File: src/rtl/sdi_xcvr_pll_reset_sequencer.sv
// ---------------------------------------------------------------------------------------------
// sdi_xcvr_pll_reset_sequencer
//
// Brings an SDI transceiver TX path out of reset. The sequence is:
//   1. Hold the TX PLL in powerdown.
//   2. Wait for PLL lock.
//   3. Qualify the lock over a number of consecutive cycles.
//   4. Release the master clock-generation block (MCGB).
//   5. Release the TX analog reset.
//   6. Release the TX digital reset.
//   7. Report ready.
// Losing lock after qualification, or a powerdown request, restarts the sequence.
//
// Parameters (all minimum 1, except LOCK_TIMEOUT which is minimum 2):
//   PD_CYCLES    cycles pll_powerdown_o is held per powerdown pass
//   LOCK_TIMEOUT WAIT_LOCK cycles without lock before a timeout/retry
//   LOCK_STABLE  consecutive locked cycles before lock is qualified
//   MCGB_CYCLES  cycles mcgb_rst_o is held after lock qualifies
//   TXA_CYCLES   cycles tx_analog_reset_o is held after MCGB release
//   TXD_CYCLES   cycles tx_digital_reset_o is held after analog release
//
// Ports:
//   clock_i              single clock for all logic
//   reset_i              synchronous, active-high reset
//   pll_locked_i         raw TX PLL lock indicator
//   pll_powerdown_req_i  level request forcing PLL powerdown
//   pll_powerdown_o      PLL powerdown drive
//   mcgb_rst_o           master clock-generation-block reset
//   tx_analog_reset_o    TX analog reset
//   tx_digital_reset_o   TX digital reset
//   tx_ready_o           sequence complete, TX usable
//   pll_locked_output_o  qualified lock status
//   lock_timeout_o       sticky; set on any WAIT_LOCK timeout
//   retry_count_o        saturating count of lock timeouts
//   lock_loss_count_o    saturating count of lock losses after qualification
//   state_o              PD=0, WAIT_LOCK=1, STABLE=2, MCGB=3, TXA=4, TXD=5, READY=6
//
// Optional feature:
//   SDI_PLL_SEQ_LOCK_SYNC_EN
//     Defined: pll_locked_i passes through a two-flop synchronizer. This adds two cycles of
//     latency to every lock reaction.
//     Undefined: pll_locked_i is used directly and must be synchronous to clock_i.
// ---------------------------------------------------------------------------------------------

module sdi_xcvr_pll_reset_sequencer #(
    parameter int unsigned PD_CYCLES    = 100,
    parameter int unsigned LOCK_TIMEOUT = 100000,
    parameter int unsigned LOCK_STABLE  = 64,
    parameter int unsigned MCGB_CYCLES  = 32,
    parameter int unsigned TXA_CYCLES   = 32,
    parameter int unsigned TXD_CYCLES   = 16
) (
    input  logic       clock_i,
    input  logic       reset_i,
    input  logic       pll_locked_i,
    input  logic       pll_powerdown_req_i,
    output logic       pll_powerdown_o,
    output logic       mcgb_rst_o,
    output logic       tx_analog_reset_o,
    output logic       tx_digital_reset_o,
    output logic       tx_ready_o,
    output logic       pll_locked_output_o,
    output logic       lock_timeout_o,
    output logic [3:0] retry_count_o,
    output logic [3:0] lock_loss_count_o,
    output logic [2:0] state_o
);

    // -----------------------------------------------------------------------------------------
    // Dwell counter sizing: the counter only ever reaches (dwell - 1), so $clog2 of the largest
    // dwell is enough and no dwell can wrap.
    // -----------------------------------------------------------------------------------------
    function automatic int unsigned max_u(input int unsigned a, input int unsigned b);
        return (a > b) ? a : b;
    endfunction

    localparam int unsigned MaxDwell = max_u(max_u(max_u(PD_CYCLES, LOCK_TIMEOUT),
                                                   max_u(LOCK_STABLE, MCGB_CYCLES)),
                                             max_u(TXA_CYCLES, TXD_CYCLES));
    localparam int unsigned CntW     = (MaxDwell > 1) ? $clog2(MaxDwell) : 1;

    localparam logic [CntW-1:0] PdLast   = CntW'(PD_CYCLES - 1);
    localparam logic [CntW-1:0] ToLast   = CntW'(LOCK_TIMEOUT - 1);
    localparam logic [CntW-1:0] StbLast  = CntW'(LOCK_STABLE - 1);
    localparam logic [CntW-1:0] McgbLast = CntW'(MCGB_CYCLES - 1);
    localparam logic [CntW-1:0] TxaLast  = CntW'(TXA_CYCLES - 1);
    localparam logic [CntW-1:0] TxdLast  = CntW'(TXD_CYCLES - 1);

    // Elaboration-time parameter sanity.
    if (PD_CYCLES < 1 || LOCK_STABLE < 1 || MCGB_CYCLES < 1 ||
        TXA_CYCLES < 1 || TXD_CYCLES < 1) begin : gen_bad_dwell
        $error("sdi_xcvr_pll_reset_sequencer: dwell parameters must be at least 1");
    end
    if (LOCK_TIMEOUT < 2) begin : gen_bad_timeout
        $error("sdi_xcvr_pll_reset_sequencer: LOCK_TIMEOUT must be at least 2");
    end

    typedef enum logic [2:0] {
        StPd       = 3'd0,
        StWaitLock = 3'd1,
        StStable   = 3'd2,
        StMcgb     = 3'd3,
        StTxa      = 3'd4,
        StTxd      = 3'd5,
        StReady    = 3'd6
    } state_e;

    state_e          state_q, state_d;
    logic [CntW-1:0] cnt_q, cnt_d;
    logic            timeout_q, timeout_d;
    logic [3:0]      retry_q, retry_d;
    logic [3:0]      loss_q, loss_d;
    logic            lk;
    logic            lock_lost;

    // -----------------------------------------------------------------------------------------
    // Lock source
    // -----------------------------------------------------------------------------------------
`ifdef SDI_PLL_SEQ_LOCK_SYNC_EN
    logic sync1_q, sync2_q;

    // The synchronizer is flushed while the PLL is powered down. A lock level captured before or
    // during powerdown is stale, so WAIT_LOCK only ever sees lock sampled after release.
    always_ff @(posedge clock_i) begin
        if (reset_i || state_q == StPd) begin
            sync1_q <= 1'b0;
            sync2_q <= 1'b0;
        end else begin
            sync1_q <= pll_locked_i;
            sync2_q <= sync1_q;
        end
    end

    assign lk = sync2_q;
`else
    assign lk = pll_locked_i;
`endif

    // -----------------------------------------------------------------------------------------
    // State and counter registers
    // -----------------------------------------------------------------------------------------
    always_ff @(posedge clock_i) begin
        if (reset_i) begin
            state_q   <= StPd;
            cnt_q     <= '0;
            timeout_q <= 1'b0;
            retry_q   <= 4'd0;
            loss_q    <= 4'd0;
        end else begin
            state_q   <= state_d;
            cnt_q     <= cnt_d;
            timeout_q <= timeout_d;
            retry_q   <= retry_d;
            loss_q    <= loss_d;
        end
    end

    // Lock loss only counts once lock has been qualified (MCGB onwards).
    assign lock_lost = !lk && (state_q == StMcgb || state_q == StTxa ||
                               state_q == StTxd  || state_q == StReady);

    // -----------------------------------------------------------------------------------------
    // Next-state logic.
    // Priority: powerdown request > lock loss / timeout > dwell expiry.
    // Every transition clears the dwell counter.
    // -----------------------------------------------------------------------------------------
    always_comb begin
        state_d   = state_q;
        cnt_d     = cnt_q + 1'b1;
        timeout_d = timeout_q;
        retry_d   = retry_q;
        loss_d    = loss_q;

        if (pll_powerdown_req_i) begin
            // Dwell is held at 0 so the full powerdown pass starts once the request drops.
            state_d = StPd;
            cnt_d   = '0;
        end else if (lock_lost) begin
            state_d = StPd;
            cnt_d   = '0;
            loss_d  = (loss_q == 4'hF) ? loss_q : loss_q + 4'd1;
        end else begin
            unique case (state_q)
                StPd: begin
                    if (cnt_q == PdLast) begin
                        state_d = StWaitLock;
                        cnt_d   = '0;
                    end
                end
                StWaitLock: begin
                    if (lk) begin
                        state_d = StStable;
                        cnt_d   = '0;
                    end else if (cnt_q == ToLast) begin
                        state_d   = StPd;
                        cnt_d     = '0;
                        timeout_d = 1'b1;
                        retry_d   = (retry_q == 4'hF) ? retry_q : retry_q + 4'd1;
                    end
                end
                StStable: begin
                    // Any unlocked cycle restarts both the qualification and the timeout.
                    if (!lk) begin
                        state_d = StWaitLock;
                        cnt_d   = '0;
                    end else if (cnt_q == StbLast) begin
                        state_d = StMcgb;
                        cnt_d   = '0;
                    end
                end
                StMcgb: begin
                    if (cnt_q == McgbLast) begin
                        state_d = StTxa;
                        cnt_d   = '0;
                    end
                end
                StTxa: begin
                    if (cnt_q == TxaLast) begin
                        state_d = StTxd;
                        cnt_d   = '0;
                    end
                end
                StTxd: begin
                    if (cnt_q == TxdLast) begin
                        state_d = StReady;
                        cnt_d   = '0;
                    end
                end
                StReady: begin
                    // No dwell in READY; park the counter so it never wraps.
                    cnt_d = cnt_q;
                end
                default: begin
                    state_d = StPd;
                    cnt_d   = '0;
                end
            endcase
        end
    end

    // -----------------------------------------------------------------------------------------
    // Moore output decode
    // -----------------------------------------------------------------------------------------
    always_comb begin
        pll_powerdown_o     = 1'b1;
        mcgb_rst_o          = 1'b1;
        tx_analog_reset_o   = 1'b1;
        tx_digital_reset_o  = 1'b1;
        tx_ready_o          = 1'b0;
        pll_locked_output_o = 1'b0;

        unique case (state_q)
            StPd: begin
            end
            StWaitLock, StStable: begin
                pll_powerdown_o = 1'b0;
            end
            StMcgb: begin
                pll_powerdown_o     = 1'b0;
                pll_locked_output_o = 1'b1;
            end
            StTxa: begin
                pll_powerdown_o     = 1'b0;
                mcgb_rst_o          = 1'b0;
                pll_locked_output_o = 1'b1;
            end
            StTxd: begin
                pll_powerdown_o     = 1'b0;
                mcgb_rst_o          = 1'b0;
                tx_analog_reset_o   = 1'b0;
                pll_locked_output_o = 1'b1;
            end
            StReady: begin
                pll_powerdown_o     = 1'b0;
                mcgb_rst_o          = 1'b0;
                tx_analog_reset_o   = 1'b0;
                tx_digital_reset_o  = 1'b0;
                tx_ready_o          = 1'b1;
                pll_locked_output_o = 1'b1;
            end
            default: begin
            end
        endcase
    end

    assign lock_timeout_o    = timeout_q;
    assign retry_count_o     = retry_q;
    assign lock_loss_count_o = loss_q;
    assign state_o           = state_q;

endmodule

File: config.mk
export PLATFORM = sky130hd
export DESIGN_NAME = sdi_xcvr_pll_reset_sequencer
export DESIGN_NICKNAME = d
export VERILOG_FILES = /design/src/rtl/sdi_xcvr_pll_reset_sequencer.sv
export SDC_FILE = /design/constraint.sdc
export NUM_CORES = 1
export LEC_CHECK = 0
export BUFFER_PORTS_ARGS = -buffer_cell sky130_fd_sc_hd__buf_2
export CAP_MARGIN = 5
export CORE_MARGIN = 5
export CORE_UTILIZATION = 56
export CTS_CLUSTER_SIZE = 8
export DETAILED_ROUTE_END_ITERATION = 12
export MAX_ROUTING_LAYER = met4
export PLACE_DENSITY_LB_ADDON = 0.3
export SKIP_LAST_GASP = 1
export SYNTH_ARGS = -nofsm -noshare
export SYNTH_HDL_FRONTEND = slang
export SYNTH_SLANG_ARGS = --single-unit
File: constraint.sdc
create_clock -name clock_i -period 2.47 [get_ports clock_i]
set_input_delay 0.3705 -clock clock_i [delete_from_list [all_inputs] [get_ports clock_i]]
set_output_delay 0.3705 -clock clock_i [all_outputs]
set_load 0.05 [all_outputs]
==> results.json <==
{
  "final_design_area_no_fill_um2": 1907,
  "number_of_flops_mapped_to_enable_cells_by_yosys": 0,
  "drt-total-wl_um": 3939,
  "hold-worst-slack_ns": 0.3590,
  "place.port_buffers": 21,
  "max_cap_violations": 0,
  "synth-main-ff-cell": "sky130_fd_sc_hd__dfxtp_1",
  "die_area_um2": 4016,
  "final_core_util": 0.6975,
  "dpl-instance-area_um2": 1779,
  "critPathBufInv": 0,
  "cts-buffers-inserted": 5,
  "grt_max_degree": 16,
  "min-delay-start": "reset_i",
  "remaining_global_route_overflow": 0,
  "period_share": 0.9844,
  "crit_path_start": "cnt_q[12]",
  "critical_path.max_fanout": 11,
  "cts.reportedPaths.clkPinSlew_ns": 0.10,
  "worst_ir_drop_vdd_v": 0.0003424,
  "synth_warnings": 0,
  "die_y_um": 63.38,
  "final_period_minus_worst_setup_slack_ns": 2.431,
  "avgSynthCellArea_um2": 7.707,
  "final_setup_tns_ns": 0,
  "maxSlewHeadroom": 0.5993,
  "dp_hpwl_um": 2769,
  "wl_per_cell_um": 14.64,
  "std_cell_rows": 19,
  "grt_pass1_vias": 1527,
  "cp_top_family": "simple AND/OR/NAND/NOR gates",
  "critical_path.slowest_cell": "sky130_fd_sc_hd__or4_1",
  "grt.total_usage": 0.2005,
  "area.growth.synth_to_final_pct": 19.53,
  "power_density_nw_per_um2": 415.6,
  "synth_area_um2": 1595,
  "die_w_um": 63.38,
  "setup_viol": 0,
  "clock_sink_count": 29,
  "vias_per_cell": 6.056,
  "grt_pass1_wl_um": 6506,
  "syn-num-nets": 214,
  "timing.fmax_ghz": 0.4113,
  "status": "finished clean",
  "core-area_um2": 2734,
  "gpl.final_weighted_congestion": 0.8978,
  "htreeDepth": 2,
  "leakage_component_of_the_power_nw": 0.7436,
  "filler_cell_count": 232,
  "postCtsHoldBufs": 0,
  "ys_async_sr_fraction": 0,
  "layout-drive-gt1-share": 0.2311,
  "cp_cell_sequence": "or4_1, or2_4, o31ai_4, and3_4, a31oi_4, and3_1, a221o_1",
  "worstReg2RegStart": "cnt_q[12]",
  "vias": 1629,
  "cts_root_buffer": "sky130_fd_sc_hd__clkbuf_4",
  "start_kind": "flop",
  "crit_path_end_kind": "flop",
  "power.total_uw": 792.5,
  "synth.distinct_cells": 42,
  "report.final.hold_viol_count": 0,
  "insertion_delay_to_the_later_sink_of_the_worst_skew_pair_ns": 0.32,
  "tritoncts_clock_tree": "built",
  "antenna_violating_nets_post_route": 0,
  "detail_route.iter0.violations": 130,
  "n_antenna_cell": 0,
  "hold_class": "in2reg",
  "flip_flop_and_latch_count_after_synthesis": 29,
  "critical_path_class": "reg2reg",
  "timing_max_transition_violations_final": 0,
  "worst-endpoint-required_ns": 2.69,
  "detailedRoute.firstPassIterationCount": 4,
  "skew_ns": 0.01409,
  "fin_nets": 245,
  "tightest_slew_ns": 0.6004,
  "worst_ep_arrival_time_ns": 2.65,
  "start_util": 0.5835,
  "cp_slowest_stage_delay_ns": 0.57,
  "antenna_found_initial": 0,
  "pin_count": 22,
  "remaining_drc_errors": 0,
  "netlist_instances": 207,
  "ys_seq_area_frac": 0.3639,
  "ctsLongestPathBuffers": 2
}
==> Yosys cell counts (3+ instances only) <==
cell	n	area share
sky130_fd_sc_hd__dfxtp_1	29	0.36
sky130_fd_sc_hd__nand3_1	15	0.047
sky130_fd_sc_hd__xnor2_1	5	0.027
sky130_fd_sc_hd__clkbuf_1	7	0.016
sky130_fd_sc_hd__nand2_1	29	0.068
sky130_fd_sc_hd__ha_1	3	0.024
sky130_fd_sc_hd__a21o_1	3	0.014
sky130_fd_sc_hd__or2_2	3	0.012
sky130_fd_sc_hd__o21ai_0	7	0.022
sky130_fd_sc_hd__or4_1	4	0.019
sky130_fd_sc_hd__a21oi_1	9	0.028
sky130_fd_sc_hd__or3_1	3	0.012
sky130_fd_sc_hd__inv_1	8	0.019
sky130_fd_sc_hd__buf_2	3	0.0094
sky130_fd_sc_hd__nand2b_1	4	0.016
sky130_fd_sc_hd__and3_1	3	0.012
sky130_fd_sc_hd__nand4_1	4	0.016
sky130_fd_sc_hd__o311ai_0	3	0.016
sky130_fd_sc_hd__nor3_1	6	0.019
sky130_fd_sc_hd__xor2_1	6	0.033
sky130_fd_sc_hd__nor2_1	24	0.056
==> per-layer routing <==
metal | global-route usage | vias to the layer above | routed length, um
li1 | - | 800 | -
met2 | 0.3211 | 63 | 1903
met3 | 0.05506 | 12 | 270
met5 | - | - | 0
met1 | 0.2421 | 754 | 1673
met4 | 0.06753 | 0 | 91
==> worst paths after layout <==
kind / end / slack (ns) / depth (start not counted)
worst min-delay path: lock_loss_count_o[0] / 0.36 / 2
worst max-delay path: cnt_q[6] / 0.04 / 7
worst min register to register: lock_timeout_o / 0.46 / 2
worst max register to register: cnt_q[6] / 0.04 / 7
==> area by class of cell <==
cell class,instances,area (um2),area share
repair buffers,35,210.2,0.1102
multi-input cells,159,989.7,0.5190
clock buffers,7,55.05,0.02887
well taps,31,38.79,0.02034
flip-flops and latches,29,583.1,0.3058
inverters,8,30.03,0.01575
==> layout by cell type, fill, tap and decap left out, types with 5 or more instances in the layout <==
master and n:
sky130_fd_sc_hd__a21oi_1 9, sky130_fd_sc_hd__buf_2 21, sky130_fd_sc_hd__buf_4 14, sky130_fd_sc_hd__clkbuf_4 5, sky130_fd_sc_hd__dfxtp_1 27, sky130_fd_sc_hd__inv_1 8
sky130_fd_sc_hd__nand2_1 28, sky130_fd_sc_hd__nand3_1 15, sky130_fd_sc_hd__nor2_1 23, sky130_fd_sc_hd__nor3_1 6, sky130_fd_sc_hd__o21ai_0 7, sky130_fd_sc_hd__xnor2_1 5
sky130_fd_sc_hd__xor2_1 6
==> stage by stage <==
step	setup WS, ns	std cells
floorplan	0.05944	207
global placement	0.1377	259
detailed placement	0.02984	259
CTS	0.009770	266
global route	-0.007045	269
finish	0.03854	269
==> registers in the layout (all words and copies together), names as in the netlist <==
name / cells
cnt_q: 17
lock_loss_count_o: 4
state_o: 3
retry_count_o: 4
lock_timeout_o: 1
==> logic make-up (layout without fill, tap and decap cells) <==
| logic type | count (synthesis) | after routing | synth area share |
|---|---|---|---|
| buffers and inverters | 19 | 50 | 0.04784 |
| adders and majority gates | 3 | 3 | 0.02353 |
| muxes | 2 | 2 | 0.01255 |
| DFF | 29 | 29 | 0.3639 |
| AOI/OAI and AO/OA | 41 | 41 | 0.1851 |
| and+or+nand+nor | 102 | 102 | 0.3067 |
| xor gates and xnor gates | 11 | 11 | 0.06039 |
==> where the power goes <==
group	switching (mW)	internal (mW)	leakage, nW
sequential	0.00194	0.469	0.235
clock	0.157	0.134	0.0314
combinational	0.0180	0.0124	0.478
total	0.177	0.616	0.744
==> timing repair <==
item                                    4_1_cts  5_1_grt
endpoints found under the setup margin        2       18
endpoints found under the hold margin         0        0
resized for setup                             1       10
pin swaps                                     0        4
setup buffers                                 0        3
No activity file was read; power rests on OpenSTA's default activity.
